[config.mk]
export PLATFORM = sky130hd
export DESIGN_NAME = aes_serial_port
export DESIGN_NICKNAME = d
export VERILOG_FILES = /design/src/rtl/aes_ser_pkg.sv /design/src/rtl/aes_ser_shreg.sv /design/src/rtl/aes_serial_port.sv
export SDC_FILE = /design/constraint.sdc
export NUM_CORES = 1
export LEC_CHECK = 0
export ABC_AREA = 1
export BUFFER_PORTS_ARGS = -buffer_cell sky130_fd_sc_hd__buf_4
export CORE_UTILIZATION = 29
export CTS_CLUSTER_DIAMETER = 30
export DETAILED_ROUTE_END_ITERATION = 7
export PLACE_DENSITY = 0.48
export SETUP_SLACK_MARGIN = 0.3
export SYNTH_ARGS = -nofsm -noshare
export SYNTH_HDL_FRONTEND = slang
export SYNTH_SLANG_ARGS = --single-unit
[constraint.sdc]
create_clock -name clk -period 1.95 [get_ports clk]
set_input_delay 0.39 -clock clk [delete_from_list [all_inputs] [get_ports clk]]
set_output_delay 0.39 -clock clk [all_outputs]
set_load 0.05 [all_outputs]
[src/rtl/aes_ser_pkg.sv]
// aes_ser_pkg: shared states, block size and width helpers for the AES serial port
package aes_ser_pkg;
  typedef enum logic [2:0] {IDLE, RX_DATA, RX_KEY, RX_PAR, START, WAIT, TX, DONE} state_e;
  localparam int BLK_BITS = 128;
  function automatic int key_bits(input int nk);
    return 32 * nk;
  endfunction
  function automatic int cnt_w(input int n);
    return $clog2(n);
  endfunction
endpackage

[src/rtl/aes_ser_shreg.sv]
// aes_ser_shreg: indexed bit capture/emit register with bit counter, next-bit and last-bit flag
module aes_ser_shreg
  import aes_ser_pkg::*;
#(
  parameter int W  = 128,
  parameter int CW = cnt_w(W)
) (
  input  logic         clk,
  input  logic         rst,
  input  logic         clr,
  input  logic         step,
  input  logic         wr,
  input  logic         ld,
  input  logic         din,
  input  logic [W-1:0] ld_val,
  output logic [W-1:0] q,
  output logic         nxt,
  output logic         last
);
  logic [W-1:0] q_q, q_d;
  logic [CW-1:0] cnt_q, cnt_d;
  always_comb begin
    q_d = ld ? ld_val : q_q;
    if (step && wr) q_d[cnt_q] = din;
    cnt_d = (clr || ld) ? '0 : step ? cnt_q + CW'(1) : cnt_q;
  end
  always_ff @(posedge clk) begin
    if (rst) begin
      q_q   <= '0;
      cnt_q <= '0;
    end else begin
      q_q   <= q_d;
      cnt_q <= cnt_d;
    end
  end
  assign q    = q_q;
  assign nxt  = q_d[cnt_d];
  assign last = cnt_q == CW'(W - 1);
endmodule

[src/rtl/aes_serial_port.sv]
// aes_serial_port: bit-serial responder feeding an AES core (cs/miso in, mosi/finished out); parity check via AES_SER_PARITY_EN
module aes_serial_port
  import aes_ser_pkg::*;
#(
  parameter int Nk = 4,
  parameter int Nb = 4,
  parameter int Nr = 10
) (
  input  logic                     clk,
  input  logic                     rst,
  input  logic                     cs,
  input  logic                     miso,
  output logic                     mosi,
  output logic                     finished,
  output logic                     err,
  output logic                     busy,
  output logic                     core_start,
  output logic [BLK_BITS-1:0]      core_data,
  output logic [key_bits(Nk)-1:0]  core_key,
  input  logic                     core_done,
  input  logic [BLK_BITS-1:0]      core_result
);
  localparam int KB = key_bits(Nk);
  state_e state_q, state_d;
  logic mosi_q, mosi_d, fin_q, fin_d, err_q, err_d, busy_q, busy_d, st_q, st_d;
  logic d_last, k_last, r_last, r_nxt, par_bad, clr, d_step, k_step, r_ld, r_step;
  logic unused_d_nxt, unused_k_nxt;
  logic [BLK_BITS-1:0] unused_res;
`ifdef AES_SER_PARITY_EN
  localparam state_e KEY_NEXT = RX_PAR;
  assign par_bad = (^core_data) ^ (^core_key) ^ miso;
`else
  localparam state_e KEY_NEXT = START;
  assign par_bad = 1'b0;
`endif
  always_comb begin
    state_d = state_q;
    case (state_q)
      IDLE:    state_d = cs ? RX_DATA : IDLE;
      RX_DATA: state_d = !cs ? IDLE : d_last ? RX_KEY : RX_DATA;
      RX_KEY:  state_d = !cs ? IDLE : k_last ? KEY_NEXT : RX_KEY;
      RX_PAR:  state_d = !cs ? IDLE : par_bad ? DONE : START;
      START:   state_d = cs ? WAIT : IDLE;
      WAIT:    state_d = !cs ? IDLE : core_done ? TX : WAIT;
      TX:      state_d = !cs ? IDLE : r_last ? DONE : TX;
      DONE:    state_d = cs ? DONE : IDLE;
      default: state_d = IDLE;
    endcase
    d_step = cs && (state_q == IDLE || state_q == RX_DATA);
    k_step = cs && state_q == RX_KEY;
    r_ld   = cs && state_q == WAIT && core_done;
    r_step = cs && state_q == TX;
    clr    = state_d == IDLE;
    busy_d = state_d != IDLE;
    st_d   = state_d == START;
    fin_d  = state_d == DONE && state_q != DONE;
    err_d  = fin_d && state_q == RX_PAR;
    mosi_d = (r_ld || (r_step && !r_last)) && r_nxt;
  end
  always_ff @(posedge clk) begin
    if (rst) begin
      state_q <= IDLE;
      mosi_q  <= 1'b0;
      fin_q   <= 1'b0;
      err_q   <= 1'b0;
      busy_q  <= 1'b0;
      st_q    <= 1'b0;
    end else begin
      state_q <= state_d;
      mosi_q  <= mosi_d;
      fin_q   <= fin_d;
      err_q   <= err_d;
      busy_q  <= busy_d;
      st_q    <= st_d;
    end
  end
  aes_ser_shreg #(.W(BLK_BITS)) u_data (
    .clk(clk), .rst(rst), .clr(clr), .step(d_step), .wr(1'b1), .ld(1'b0), .din(miso),
    .ld_val('0), .q(core_data), .nxt(unused_d_nxt), .last(d_last)
  );
  aes_ser_shreg #(.W(KB)) u_key (
    .clk(clk), .rst(rst), .clr(clr), .step(k_step), .wr(1'b1), .ld(1'b0), .din(miso),
    .ld_val('0), .q(core_key), .nxt(unused_k_nxt), .last(k_last)
  );
  aes_ser_shreg #(.W(BLK_BITS)) u_res (
    .clk(clk), .rst(rst), .clr(clr), .step(r_step), .wr(1'b0), .ld(r_ld), .din(1'b0),
    .ld_val(core_result), .q(unused_res), .nxt(r_nxt), .last(r_last)
  );
  assign mosi       = mosi_q;
  assign finished   = fin_q;
  assign err        = err_q;
  assign busy       = busy_q;
  assign core_start = st_q;
endmodule

After elaboration in Yosys (flattened, before gate mapping). Cells that the tools add are included.

Output and inout port bits: 261. Input bits: 133. Bits in registers: 413. Logic and storage cells: 76.

Equal/unequal tests: 13. $add $sub $neg: 3. Order comparisons: 5. Multiplexer cells: 24. Reduce and logical (&&, ||, !) cells: 19.

Operators by type and width (count): $bwmux W128 (2); $mux W128 (1); $lt A7 B8 Y1 const B (3); $pmux W3 S8 (1); $add A7 B1 Y7 const B (3); $eq A7 B7 Y1 const B (3); $mux W3 (7); $eq A3 B3 Y1 const B (6); $demux W1 S7 (2); $ge A7 B1 Y1 const B (2); $mux W7 (2); $logic_and A1 B1 Y1 (11); $bmux W1 S7 (1); $eq A3 B2 Y1 const B (2); $logic_not A3 Y1 (2); $mux W2 (3); $mux W1 (5); $eq A3 B1 Y1 const B (1); $logic_or A1 B1 Y1 (3); $ne A3 B3 Y1 const B (1); $reduce_bool A3 Y1 (1); $reduce_or A2 Y1 (1); $logic_not A1 Y1 (1).

Depth between registers and ports, before layout.
Depth after elaboration: 10. Depth in mapped cells: 17. Depth with buffers taken out: 16.

Modules after synthesis. Synthesis repeated with hierarchy kept, for this count alone.

Cells, all modules: 4644. Area total of the unflattened synthesis: 27360.0 um^2.

Modules (own cells, without submodules): aes_ser_shreg (u_key ...) (times used 2, area each 8962.3 um^2, seq. area each 2702.6 um^2, cells an instance 1526); aes_ser_shreg (u_data) (times used 1, area each 9002.4 um^2, seq. area each 2702.6 um^2, cells an instance 1531); aes_serial_port (times used 1, area each 432.9 um^2, seq. area each 160.2 um^2, cells an instance 61).

Worst setup path after synthesis. OpenSTA, ideal clock, no wires.

Kind: register to register. Start point: register state_q[1]. End point: register mosi_q (netlist: mosi). Slack: 65 ps. Arrival time: 1774 ps. Buffers on the path: 1. Cell stages (with the launch flop): 17. Data required time: 1839 ps. Period minus slack after synthesis: 1885 ps. Cell sequence: dfxtp_1 > inv_2 > nor2_1 > nand2_2 > nand2_1 > o21ai_2 > nor2_1 > buf_2 > nand3_1 > nand3_1 > nand3_1 > nand3_1 > nand3_1 > nand2_1 > nand2_1 > nand2_1 > nor2_1.

Longest elaborated chain between the ends: 8. Elaborated cells between the ends (all ways): 22. Those cells by class: eq/ne: 7; mux: 6; reduce/logical: 9.

RTL lines: start: declaration (line aes_serial_port.sv:24) `state_e state_q, state_d;`; start signal: assignment (line aes_serial_port.sv:69) `state_q <= state_d;`; $eq A3 B3 Y1 (tied with other cells) (line aes_serial_port.sv:38) `case (state_q)`; $pmux W3 S8 or $logic_and A1 B1 Y1 (tied branches) (line aes_serial_port.sv:38, aes_serial_port.sv:51); $logic_not A3 Y1 or $logic_and A1 B1 Y1 (tied branches) (line aes_serial_port.sv:53, aes_serial_port.sv:51); $logic_or A1 B1 Y1 (line aes_ser_shreg.sv:25) `cnt_d = (clr || ld) ? '0 : step ? cnt_q + CW'(1) : cnt_q;`; $mux W7 (line aes_ser_shreg.sv:25); $bmux W1 S7 (line aes_ser_shreg.sv:37) `assign nxt = q_d[cnt_d];`; $mux W1 (not written as such) (line aes_ser_shreg.sv:37); $logic_and A1 B1 Y1 * (line aes_serial_port.sv:58) `mosi_d = (r_ld || (r_step && !r_last)) && r_nxt;`; end signal: assignment (line aes_serial_port.sv:70) `mosi_q <= mosi_d;`; end: declaration (line aes_serial_port.sv:25) `logic mosi_q, mosi_d, fin_q, fin_d, err_q, err_d, busy_q, busy_d, st_q, st_d;`.

Every way passes the cells marked *; elsewhere a longest branch is shown, timed or not. The select of a mux whose other input is x is not followed. A chain may end at the register's enable or synchronous reset.

Worst setup path in the final report. Ends and elaborated chain as after synthesis.

==> metrics.md <==
| Metric | Value |
|---|---|
| Outcome | finished with violations |
| Violated checks | setup timing |
| Number of max-cap violations | 0 |
| Starting Density | 0.295 |
| Syn_nets | 2377 |
| Seq cells post-synth | 413 |
| WP data arrival | approximately 2700 ps |
| End of the critical path | mosi |
| Hold Fails Final Rpt | 0 |
| EDFF count, synth | 0 |
| Busiest metal layer after global routing | met2 |
| Post-DR wirelength/cell | around 19 um |
| Worst reg2reg setup slack | -210 ps |
| Clock Tree Buf Depth | 3 |
| Met3 global-route usage | 0.0668 |
| Post-synth top cells | nand2_1, dfxtp_1, a21oi_1, a311oi_1, nor2_1 |
| Slew HR | 0.537 |
| Die H | roughly 240 um |
| Critical Path RT | 2530 ps |
| Cell count after synthesis | ~2200 |
| Worst setup EP type | register |
| CORE AREA | 0.0579 sq mm |
| Worst skew pair latency | 680 ps |
| Gr usage total | 0.227 |
| Origin of the worst setup path | state_q[1] |
| Syn-to-layout area delta | 69.6% |
| Largest net degree at the start of global routing | 143 |
| Die W | 245 um |
| Final min period | 2160 ps |
| Max-slew violations | 0 |
| GP Congestion | 0.828 |
| Vias in the first global route | 17600 |
| Post-route DRC violation count | 0 |
| Clk_skew | around 42 ps |
| CTS Buf Count | 106 |
| Port Buffers | just under 400 |
| Unrepaired setup endpoints after global routing | yes |
| Startpoint Class | register |
| Yosys warning count | 0 |
| Asr flop ratio synth | 0 |
| First-pass GRT wire length | 106000 um |
| Vias | roughly 19000 |
| Pwr Density | a little under 1000 mW/mm^2 |
| Met2 Use GR | 0.352 |
| Syn Area/Cell | 7.62 sq um |
| Maximum VDD drop | 0.778 mV |
| Top_reg_cell synth | dfxtp_1 |
| Worst hold-check path type | in2reg |
| Yosys top cell area share | 0.484 |
| R2R cell count | 18 |
| Antenna Nets Post-Route | 0 |
| Clock slew at reported path FFs | ~40 ps |
| Placed insts | 3451 |
| Hpwl dp | around 45000 um |
| Leakage | 12.3 nW |
| Initial antenna violation count | 1 |
| CTS sink count | 413 |
| Detailed Routing Iterations Pass 1 | 7 |
| Layout cells sized above 1 | 0.379 |
| Met1 usage | 0.295 |
| Worst-path fanout max | 5 |
| Root Buffer | clkbuf_16 |
| Final core utilization | 0.500 |
| Vias/cell | between 5 and 6 |
| Final Net Count | between 3000 and 4000 |
| Worst setup path class | reg2reg |
| Yosys top cell by area | dfxtp_1 |
| Final std cells w/o fill | 3734 |
| Routed WL | roughly 70000 um |
| CTS tree | done |
| First DRT Iteration DRCs | 1338 |
| FP Rows | 88 |
| RR Endpoint | mosi |
| IO Pins | 394 |
| Ranking of synthesized cells by area | dfxtp_1, nand2_1, a21oi_1 |
| Sequential element share of the synthesized area | 0.484 |
| Slew @ Worst Pin | 694 ps |
| Total grt overflow | 0 |
| CTS H-tree lvls | 3 |
| Max frequency | ~460 MHz |
| Fin worst setup slack | -210 ps |
| Total Die Area | 0.0598 sq mm |
| Final worst path period share | 1.11 |
| Most common cell in the netlist | nand2_1 |
| # setup viols final | 40 |
| Post-Syn Area | 0.0171 sq mm |
| Distinct cells, synth | 32 |
| Worst r2r src | state_q[1] |
==> sequential cells by signal, indices dropped and copies added (netlist names) <==
signal / cells
u_key.cnt_q: 7
u_data.cnt_q: 7
core_start: 1
u_res.q: 128
state_q: 3
busy: 1
mosi: 1
finished: 1
u_key.q: 128
u_res.cnt_q: 7
err: 1
u_data.q: 128
==> stage by stage <==
step                total power [mW]  hold slack (ps)  TNS [ps]  area, sq um  setup slack, ps
finish                          27.8             33.7     -1500        29000             -210
global route                    28.6             13.7     -7150        29000             -329
CTS                             28.0             2.95     -1950        27900             -154
detailed placement              9.29              456     -4440        22600             -310
global placement                9.28              450     -2020        22600             -347
floorplan                       8.89              447         0        17300              163
==> kinds of logic after synthesis <==
kind of cell,share of synthesized area
AOI/OAI and AO/OA,0.234
xor gates and xnor gates,0.00256
adders and majority gates,0.00220
buffers and inverters,0.0663
DFF,0.484
other,0.000220
and+or+nand+nor,0.210
==> how the worst min path moves through the flow <==
stage / from / to / slack, ps / depth (start not counted)
CTS: core_result[111] / u_res.q[111] / 3 / 3
global placement: u_key.q[44] / u_key.q[44] / 450 / 2
floorplan: u_res.q[22] / u_res.q[22] / 450 / 2
global route: core_result[51] / u_res.q[51] / 10 / 3
detailed placement: u_data.q[112] / u_data.q[112] / 460 / 2
finish: core_result[111] / u_res.q[111] / 30 / 3
==> cells in the final DEF, fill, tap and decap left out, types with 6 or more instances in the layout <==
cell type,synthesis,routed
buf_12,0,46
clkbuf_16,0,116
nor3_4,1,6
buf_8,0,7
o21ai_0,69,60
nand2_4,0,9
nor2_2,5,20
nand2_1,565,553
nor2_1,148,97
buf_4,8,607
clkinvlp_4,0,6
nand3_1,140,56
buf_6,0,25
clkinv_2,0,27
nor2_4,2,38
inv_2,7,14
a21oi_1,393,385
nand3_2,1,81
inv_1,83,66
dfxtp_1,413,407
clkbuf_8,0,20
buf_16,0,21
clkbuf_1,138,9
bufinv_16,0,18
a311oi_1,188,185
inv_4,0,6
a21oi_2,0,6
nand2_2,5,8
==> metal layers <==
metal | wire (um) | up-vias | share of wire
met1 | 31200 | 8928 | 0.43
met3 | 5210 | 129 | 0.072
met2 | 33500 | 600 | 0.47
li1 | - | 9121 | -
met4 | 2060 | 0 | 0.029
met5 | 0 | - | 0
==> repair_timing <==
item / CTS / global route
buffers inserted: 31 / 17
endpoints found under the hold margin: 2 / 0
pin swaps: 54 / 97
hold buffers: 2 / 0
endpoints found under the setup margin: 198 / 327
cloned: 22 / 13
gates resized for setup: 134 / 155
==> power by group <==
| part | switching (mW) | total [mW] | internal (mW) |
|---|---|---|---|
| combinational | 0.407 | 0.673 | 0.267 |
| sequential | 0.0101 | 8.49 | 8.48 |
| clock | 5.60 | 18.6 | 13.0 |
| total | 6.02 | 27.8 | 21.8 |
==> area by class of cell <==
cell class	count	area, sq um
fill	5475	29000
multi-input combinational	1548	8710
sequential	413	8280
timing repair buffer	719	6750
clock buffer	135	2960
tap	765	957
clock inverter	62	917
inverter	91	377
antenna	1	2.50
==> worst max-delay path, stage by stage (launching register included) <==
cell and delay, ps:
dfxtp_4 380, inv_6 50, nor2_4 140, nand2_4 80, nand2_4 70, nand2_4 50, nor2_4 210, buf_12 190
clkbuf_16 160, nand2_1 70, nand3_2 100, nand3_1 100, nand3_2 100, nand3_2 80, nand3_2 80, nand2_1 50
nand2_1 60, nand2_1 50, nor2_1 90
Note: power is estimated with default switching activity, not from simulation.
